[src/rtl/target_pkg.sv]
// Shared definitions for the target-practice game: LED bus width, default
// target position and the judge FSM state type.
package target_pkg;

    localparam int LED_W          = 6;
    localparam int TARGET_IDX_DEF = 3;

    typedef enum logic [1:0] {
        ARMED    = 2'd0,
        JUDGE    = 2'd1,
        LOCKOUT  = 2'd2,
        WAIT_REL = 2'd3
    } judge_state_t;

endpackage

[src/rtl/btn_debounce.sv]
// Two-flop synchroniser plus counter debouncer for the active-low player button.
// press_evt pulses for one cycle when the debounced level falls to 0.
module btn_debounce #(
    parameter int DEBOUNCE_CYCLES = 270000
) (
    input  logic clk,
    input  logic rst_n,
    input  logic btn_n,
    output logic stable,
    output logic press_evt
);

    localparam int CNT_W = $clog2(DEBOUNCE_CYCLES + 1);

    logic             sync1_q, sync2_q;
    logic             stable_q, stable_d;
    logic             press_q, press_d;
    logic [CNT_W-1:0] cnt_q, cnt_d;

    // The level flips on the DEBOUNCE_CYCLES-th consecutive disagreeing sample.
    always_comb begin
        cnt_d    = '0;
        stable_d = stable_q;
        press_d  = 1'b0;
        if (sync2_q != stable_q) begin
            if (cnt_q == CNT_W'(DEBOUNCE_CYCLES - 1)) begin
                stable_d = sync2_q;
                press_d  = ~sync2_q;
            end else begin
                cnt_d = cnt_q + 1'b1;
            end
        end
    end

    always_ff @(posedge clk or negedge rst_n) begin
        if (!rst_n) begin
            sync1_q  <= 1'b1;
            sync2_q  <= 1'b1;
            stable_q <= 1'b1;
            press_q  <= 1'b0;
            cnt_q    <= '0;
        end else begin
            sync1_q  <= btn_n;
            sync2_q  <= sync1_q;
            stable_q <= stable_d;
            press_q  <= press_d;
            cnt_q    <= cnt_d;
        end
    end

    assign stable    = stable_q;
    assign press_evt = press_q;

endmodule

[src/rtl/hit_judge.sv]
// Judge stage: scores each debounced press against the lit LED and freezes
// the sweeper for the judgement cycle plus the lockout period.
module hit_judge
    import target_pkg::*;
#(
    parameter int DEBOUNCE_CYCLES = 270000,
    parameter int LOCKOUT_CYCLES  = 13500000,
    parameter int TARGET_IDX      = TARGET_IDX_DEF,
    parameter int SCORE_W         = 8
) (
    input  logic               clk,
    input  logic               rst_n,
    input  logic [LED_W-1:0]   led_index,
    input  logic               btn_n,
    output logic               hit,
    output logic               miss,
    output logic [SCORE_W-1:0] score,
    output logic [3:0]         streak,
    output logic               freeze
);

    localparam int                 LOCK_W      = $clog2(LOCKOUT_CYCLES + 1);
    localparam logic [LED_W-1:0]   TARGET_MASK = LED_W'(1) << TARGET_IDX;

    logic               stable, press_evt;
    judge_state_t       state_q, state_d;
    logic [LOCK_W-1:0]  lock_q, lock_d;
    logic [SCORE_W-1:0] score_q, score_d;
    logic [3:0]         streak_q, streak_d;
    logic               hit_q, hit_d, miss_q, miss_d, freeze_q, freeze_d;
    logic               sample_is_hit;

    btn_debounce #(
        .DEBOUNCE_CYCLES(DEBOUNCE_CYCLES)
    ) u_debounce (
        .clk      (clk),
        .rst_n    (rst_n),
        .btn_n    (btn_n),
        .stable   (stable),
        .press_evt(press_evt)
    );

    // The sample is the LED pattern present in the press_evt cycle; the verdict
    // is registered on entry to JUDGE so hit/miss and score land in that cycle.
    assign sample_is_hit = (led_index == TARGET_MASK);

    always_comb begin
        state_d  = state_q;
        lock_d   = lock_q;
        score_d  = score_q;
        streak_d = streak_q;
        hit_d    = 1'b0;
        miss_d   = 1'b0;
        case (state_q)
            ARMED: begin
                if (press_evt) begin
                    state_d = JUDGE;
                    if (sample_is_hit) begin
                        hit_d = 1'b1;
                        if (score_q != '1)     score_d  = score_q + 1'b1;
                        if (streak_q != 4'hF)  streak_d = streak_q + 1'b1;
                    end else begin
                        miss_d   = 1'b1;
                        streak_d = '0;
                        if (score_q != '0)     score_d  = score_q - 1'b1;
                    end
                end
            end
            JUDGE: begin
                state_d = LOCKOUT;
                lock_d  = LOCK_W'(LOCKOUT_CYCLES - 1);
            end
            LOCKOUT: begin
                if (lock_q == '0) state_d = WAIT_REL;
                else              lock_d  = lock_q - 1'b1;
            end
            WAIT_REL: begin
                if (stable) state_d = ARMED;
            end
            default: state_d = ARMED;
        endcase
        freeze_d = (state_d == JUDGE) || (state_d == LOCKOUT);
    end

    always_ff @(posedge clk or negedge rst_n) begin
        if (!rst_n) begin
            state_q  <= ARMED;
            lock_q   <= '0;
            score_q  <= '0;
            streak_q <= '0;
            hit_q    <= 1'b0;
            miss_q   <= 1'b0;
            freeze_q <= 1'b0;
        end else begin
            state_q  <= state_d;
            lock_q   <= lock_d;
            score_q  <= score_d;
            streak_q <= streak_d;
            hit_q    <= hit_d;
            miss_q   <= miss_d;
            freeze_q <= freeze_d;
        end
    end

    assign hit    = hit_q;
    assign miss   = miss_q;
    assign score  = score_q;
    assign streak = streak_q;
    assign freeze = freeze_q;

endmodule

[config.mk]
export PLATFORM = sky130hd
export DESIGN_NAME = hit_judge
export DESIGN_NICKNAME = d
export VERILOG_FILES = /design/src/rtl/target_pkg.sv /design/src/rtl/btn_debounce.sv /design/src/rtl/hit_judge.sv
export SDC_FILE = /design/constraint.sdc
export NUM_CORES = 1
export LEC_CHECK = 0
export ABC_AREA = 1
export CAP_MARGIN = 10
export CORE_ASPECT_RATIO = 0.75
export CORE_MARGIN = 1.5
export CORE_UTILIZATION = 55
export DETAILED_ROUTE_END_ITERATION = 7
export PLACE_DENSITY = 0.79
export SYNTH_ARGS = -nofsm -noshare
export SYNTH_HDL_FRONTEND = slang
export SYNTH_SLANG_ARGS = --single-unit
[constraint.sdc]
create_clock -name clk -period 2 [get_ports clk]
set_clock_uncertainty 0.05 [all_clocks]
set_input_delay 0.4 -clock clk [delete_from_list [all_inputs] [get_ports clk]]
set_output_delay 0.4 -clock clk [all_outputs]
set_load 0.005 [all_outputs]
==> summary.txt, run 1 <==
Status
  • Status: finished clean

Placed design
  • Detailed Place HPWL: 6091 um
  • Number of I/O port buffers: 23
  • GP Congestion: 0.8958

GRT
  • Largest net degree at the start of global routing: 65
  • Vias in the first global route: 3,282
  • First-pass GRT wire length: 14,810 um
  • GRT Residual Overflow: 0
  • Initial antenna violation count: 0
  • Tot GR Track Use: 25.54%

Synthesis
  • Flops & latches, synth: 64
  • Syn nets: 518
  • Area leader, netlist: dfrtp_1
  • Cell count after synthesis: 499
  • Netlist cell types: 34
  • Yosys top cell area share: 40.56%
  • Dominant cells by area after synthesis: dfrtp_1, nand2_1, nor2_1
  • Syn Std Cell Area: 3764 um^2
  • Synth Warn #: 0
  • Sequential area share after synthesis: 42.65%
  • Avg Inst Size Synth: 7.542 um^2

Power
  • LEAKAGE: 2.331 nW
  • Internal Power: 1.892 mW
  • Power density cells: 529.5 nW/um^2
  • Net Sw Frac: 22.09%
  • VDD IR max: 0.3164 mV
  • Pwr Total: 2.429 mW
  • Seq pwr share: 53.9%
  • Clock power frac: 42.5%
  • Switching power total: 536.4 uW
  • Combinational power share: 3.7%

Layout
  • # fillers: 480
  • Layout cells sized above 1: 16.49%
  • Area Overhead vs Synth: 21.88%
  • Final core utilization: 71.18%
  • N_diodes: 0
  • Nets: 572

STA
  • Fmax: 527.0 MHz
  • RSZ-0062 raised after global routing: false
  • Final slew viol count: 0
  • Rel. slew slack: 72.86%
  • Final Hold Fails: 0
  • Worst Max-Slew Pin Slew: 0.4040 ns
  • Final setup fails: 0
  • Crit share post-route: 94.88%
  • WHS: 0.01034 ns
  • Fin crit period: 1.898 ns
  • Setup TNS: 0 ns

Setup path
  • Largest stage delay, worst path: 0.57 ns
  • Crit path max fanout: 6
  • Bufs and invs on worst path: 1
  • Stages on worst setup path: 1
  • Critical-path cell list: clkdlybuf4s50_1
  • Worst path required time: 1.55 ns
  • Critical path class: flip-flop to primary output
  • FF-to-FF path depth: 8
  • Startpoint types: flip-flop
  • Crit path max-delay cell type: clkdlybuf4s50_1
  • Worst setup EP type: primary output
  • CP arrival: 1.45 ns
  • Delay-heaviest family, CP: buffers and inverters

CTS
  • Worst-skew pair later-pin latency: 0.34 ns
  • Sink Count: 64
  • Number of H-tree levels: 3
  • Root buffer cell: clkbuf_8
  • Inserted Clock Buffers: 9
  • CTS Buffer Depth: 2
  • CTS tree: done
  • Reg clk slew, reported paths: 0.07 ns

Drt
  • WL per Instance: 14.35 um
  • Pre-antenna DRT Iters: 5
  • DR iter-0 viols: 226
  • Vias per cell: 5.498
  • Routed wl met3: 627 um
  • Total number of vias: 3,513
  • DR top layer: met4
  • Total wire length: 9169 um
  • DRC violations left: 0
  • Routed wl met2: 4258 um
  • Met1 wire length: 4175 um
  • Final ANT Viol Nets: 0

Floorplan
  • Core ar.: 6444 um^2
  • Initial Util: 58.41%
  • Row cnt: 25
  • Die ar.: 7354 um^2
  • Ports: 24
  • Die width: 98.52 um
  • Die Ht: 74.64 um

Hold path
  • Hold crit path type: primary input to asynchronous set/reset pin

Job
  • Max_cap viols: 0
cells by family after synthesis:
| family | Yosys count | synth area share [%] |
|---|---|---|
| xor gates and xnor gates | 24 | 5.585 |
| DFF | 64 | 42.65 |
| and+or+nand+nor | 298 | 35.34 |
| adders and majority gates | 10 | 3.524 |
| AOI/OAI and AO/OA | 33 | 5.253 |
| buffers and inverters | 70 | 7.646 |
Yosys cell counts:
library cell,number
a21oi_1,8
a21oi_4,1
buf_6,3
clkbuf_1,1
clkinv_1,1
dfrtp_1,61
dfstp_2,3
fa_1,1
ha_1,9
inv_1,62
inv_2,2
inv_4,1
nand2_1,121
nand2_2,6
nand2_4,1
nand2b_1,1
nand3_1,48
nand3_2,2
nand3_4,1
nand3b_1,2
nand4_1,9
nor2_1,84
nor2_2,9
nor2_4,2
nor3_1,8
nor3_2,3
nor3b_1,1
o21ai_0,14
o21ai_1,4
o21ai_2,4
o21bai_1,1
o221ai_1,1
xnor2_1,4
xor2_1,20
registers in the layout (all words and copies together), names as in the netlist:
register              count
u_debounce.sync1_q        1
miss                      1
state_q                   2
hit                       1
u_debounce.cnt_q         19
score                     8
freeze                    1
u_debounce.sync2_q        1
u_debounce.press_evt      1
lock_q                   24
streak                    4
u_debounce.stable         1
layout make-up:
cell class | instances | area (um^2) | area share, %
tap | 81 | 101.3 | 2.209
inverter | 66 | 250.2 | 5.456
clock buffer | 16 | 180.2 | 3.928
multi-input combinational | 365 | 2006 | 43.73
timing repair buffer | 47 | 444.2 | 9.684
sequential | 64 | 1605 | 35.00
cell usage in the layout (no fill, tap or decap), types with 8 or more instances in the layout:
master,synthesis,routed
nand2_1,121,119
nor2_1,84,81
inv_1,62,62
dfrtp_1,61,61
nand3_1,48,45
xor2_1,20,20
buf_4,0,20
clkdlybuf4s50_1,0,16
o21ai_0,14,14
nor2_2,9,12
clkbuf_8,0,12
nand4_1,9,9
nand2_2,6,8
nor3_1,8,8
per-stage QoR:
step | setup WS, ns | instance area [um^2] | cells
4_1_cts | 0.007643 | 4478 | 638
5_1_grt | 0.02414 | 4587 | 639
6_report | 0.1025 | 4587 | 639
2_1_floorplan | 0.03633 | 3764 | 499
3_3_place_gp | -0.4300 | 4223 | 620
3_5_place_dp | -0.5085 | 4223 | 620
path summary, 6_finish.rpt:
check                                          from                   end  slack [ns]
worst min register to register   u_debounce.sync1_q    u_debounce.sync2_q        0.31
worst min-delay path                          rst_n   u_debounce.cnt_q[7]        0.01
max in group asynchronous                     rst_n     u_debounce.stable        1.56
worst max-delay path                       score[1]              score[1]        0.10
worst max register to register  u_debounce.cnt_q[1]  u_debounce.cnt_q[10]        0.22
min in group clk                 u_debounce.sync1_q    u_debounce.sync2_q        0.31
timing repair:
action,CTS,global route
setup buffers,2,1
pin swaps,4,12
hold buffers,0,0
resized for setup,11,19
setup endpoints to repair,5,6
per-layer routing:
metal / up-vias / global-route usage [%]
met4: 0 / 7.668
met1: 1665 / 34.26
met5: - / 0
met3: 13 / 7.707
met2: 151 / 40.87
li1: 1684 / -
power groups by stage:
stage | Sequential [mW] | Clock, mW | Combinational [mW]
3_3_place_gp | 1.33 | 0 | 0.0802
2_1_floorplan | 1.33 | 0 | 0.0232
4_1_cts | 1.31 | 1.04 | 0.0882
6_report | 1.31 | 1.03 | 0.0894
5_1_grt | 1.31 | 1.11 | 0.102
3_5_place_dp | 1.33 | 0 | 0.0831
Note: power is estimated with default switching activity, not from simulation.
==> run 2: changes to the inputs <==
clock period = 2.2 ns   (was 2 ns; I/O delays follow)
==> summary.txt, run 2 (same netlist as run 1, synthesis figures left out) <==
Setup path
  • CP startpoint: led_index[3]
  • Crit path max fanout: 6 (unchanged)
  • Bufs and invs on worst path: 3 (+2)
  • Worst reg2reg path startpoint: lock_q[0]
  • Critical path class: primary input to flip-flop
  • Most used cell, CP: nand2_1
  • Startpoint types: primary input
  • Worst path required time: 2.38 ns (+0.83 ns)
  • FF-to-FF path depth: 9 (+1)
  • Worst setup EP type: flip-flop
  • Largest stage delay, worst path: 0.45 ns (-0.12 ns)
  • Delay-heaviest family, CP: simple AND/OR/NAND/NOR gates
  • R2R setup slack: 0.24 ns (+0.02 ns)
  • Crit path max-delay cell type: clkdlybuf4s50_1
  • Stages on worst setup path: 13 (+12)
  • Worst r2r dst: lock_q[12]
  • Critical-path cell list: clkdlybuf4s50_1, inv_1, nor2_1, nand3_2, buf_6, ha_1, a21oi_1, nand2_1, a21oi_2, nand2b_1, nand2_1, nand2_1, nand2_1
  • CP arrival: 2.31 ns (+0.86 ns)

CTS
  • CTS Buffer Depth: 2 (unchanged)
  • Hold buffer count at cts: 0 (unchanged)
  • Root buffer cell: clkbuf_8
  • Sink Count: 64 (unchanged)
  • Number of H-tree levels: 3 (unchanged)
  • Reg clk slew, reported paths: 0.07 ns (about the same)
  • Worst-skew pair later-pin latency: 0.34 ns (about the same)
  • CTS tree: done
  • Inserted Clock Buffers: 9 (unchanged)

Layout
  • Nets: 565 (-1.2%)
  • Top reg by flops: lock_q
  • Max FFs per register: 24 (unchanged)
  • Area Overhead vs Synth: 16.32%
  • Most common cell after layout, fill and taps aside: nand2_1
  • Layout cells sized above 1: 12.34% (-4.1 points)
  • N_diodes: 0 (unchanged)
  • Final core utilization: 67.94% (-3.2 points)
  • Commonest cells after routing, fill and taps aside: nand2_1, nor2_1, inv_1
  • # fillers: 540 (+13%)

STA
  • Rel. slew slack: 67.96% (-4.9 points)
  • Fin crit period: 2.133 ns
  • Setup TNS: 0 ns (unchanged)
  • Worst Max-Slew Pin Slew: 0.4805 ns (+0.07650 ns)
  • RSZ-0062 raised after global routing: true
  • Final Hold Fails: 0 (unchanged)
  • Final setup fails: 0 (unchanged)
  • Final slew viol count: 0 (unchanged)
  • Crit share post-route: 96.96%
  • Fmax: 468.8 MHz

Drt
  • DR iter-0 viols: 225 (-0.44%)
  • DRC violations left: 0 (unchanged)
  • Total wire length: 8467 um (-7.7%)
  • Total number of vias: 3,323 (-5.4%)
  • WL per Instance: 13.40 um (-6.6%)
  • Pre-antenna DRT Iters: 5 (unchanged)
  • Vias per cell: 5.258 (-4.4%)
  • Final ANT Viol Nets: 0 (unchanged)

Power
  • VDD IR max: 0.2955 mV (-6.6%)
  • Power density cells: 494.7 nW/um^2 (-6.6%)
  • LEAKAGE: 2.222 nW (-4.7%)

Floorplan
  • Die Ht: 74.64 um (unchanged)
  • Row cnt: 25 (unchanged)
  • Die width: 98.52 um (unchanged)
  • Initial Util: 58.41% (unchanged)
  • Core ar.: 6444 um^2 (unchanged)
  • Ports: 24 (unchanged)
  • Die ar.: 7354 um^2 (unchanged)

GRT
  • First-pass GRT wire length: 14,750 um (-0.42%)
  • Initial antenna violation count: 0 (unchanged)
  • GRT Residual Overflow: 0 (unchanged)
  • Tot GR Track Use: 25.46% (-0.083 points)
  • Vias in the first global route: 3,233 (-1.5%)
  • Largest net degree at the start of global routing: 39 (-40%)

Placed design
  • Number of I/O port buffers: 23 (unchanged)
  • GP Congestion: 0.9048 (+1.0%)
  • Detailed Place HPWL: 6164 um (+1.2%)

Hold path
  • Hold crit path type: primary input to asynchronous set/reset pin

Job
  • Max_cap viols: 0 (unchanged)

Status
  • Status: finished clean
[run 2: cell count changes in the layout (fill, tap and decap cells not counted), sizes merged]
| cell | change |
|---|---|
| dlymetal6s2s | -6 |
| clkdlybuf4s50 | +6 |
| buf | -7 |
[run 2: worst max path at each step]
stage	end	slack (ns)
finish	score[7]	0.07
global placement	score[6]	-0.30
floorplan	score[7]	0.20
CTS	score[7]	0.05
detailed placement	score[7]	-0.35
global route	score[7]	-0.02
[run 2: stage by stage]
stage          cells  total power [mW]  setup WS [ns]  hold slack, ns  instance area, um^2
6_report         632             2.166        0.06688         0.05093                 4378
5_1_grt          632             2.245       -0.01963         0.06593                 4378
4_1_cts          631             2.184        0.04790         0.05756                 4360
3_5_place_dp     615             1.281        -0.3550          0.2989                 4173
3_3_place_gp     615             1.278        -0.2955          0.2962                 4173
2_1_floorplan    499             1.232         0.1963         0.09441                 3764
[run 2: metal layers]
layer / vias up / part of all wire (%) / global-route usage [%]
li1: 1668 / - / -
met2: 112 / 43 / 39.19
met1: 1524 / 49 / 36.10
met5: - / 0 / 0
met3: 19 / 5.8 / 6.592
met4: 0 / 1.7 / 7.512
[run 2: final cells by class]
type,count,area (um^2),share of cell area (%)
multi-input cells,365,1894,43.27
flip-flops and latches,64,1605,36.67
repair buffers,40,356.6,8.145
inverters,66,250.2,5.716
clock buffers,16,170.2,3.887
well taps,81,101.3,2.315
[run 2: where the power goes]
part | switching [mW] | internal, mW | leakage, nW
registers | 0.00659 | 1.18 | 0.855
logic | 0.0432 | 0.0250 | 1.28
clock network | 0.432 | 0.474 | 0.0850
[run 2: repair_timing]
| item | CTS | global route |
|---|---|---|
| resized for setup | 2 | 3 |
| pin swaps | 0 | 1 |
| endpoints found under the hold margin | 0 | 0 |
| setup endpoints to repair | 1 | 2 |
| buffers inserted | 0 | 1 |
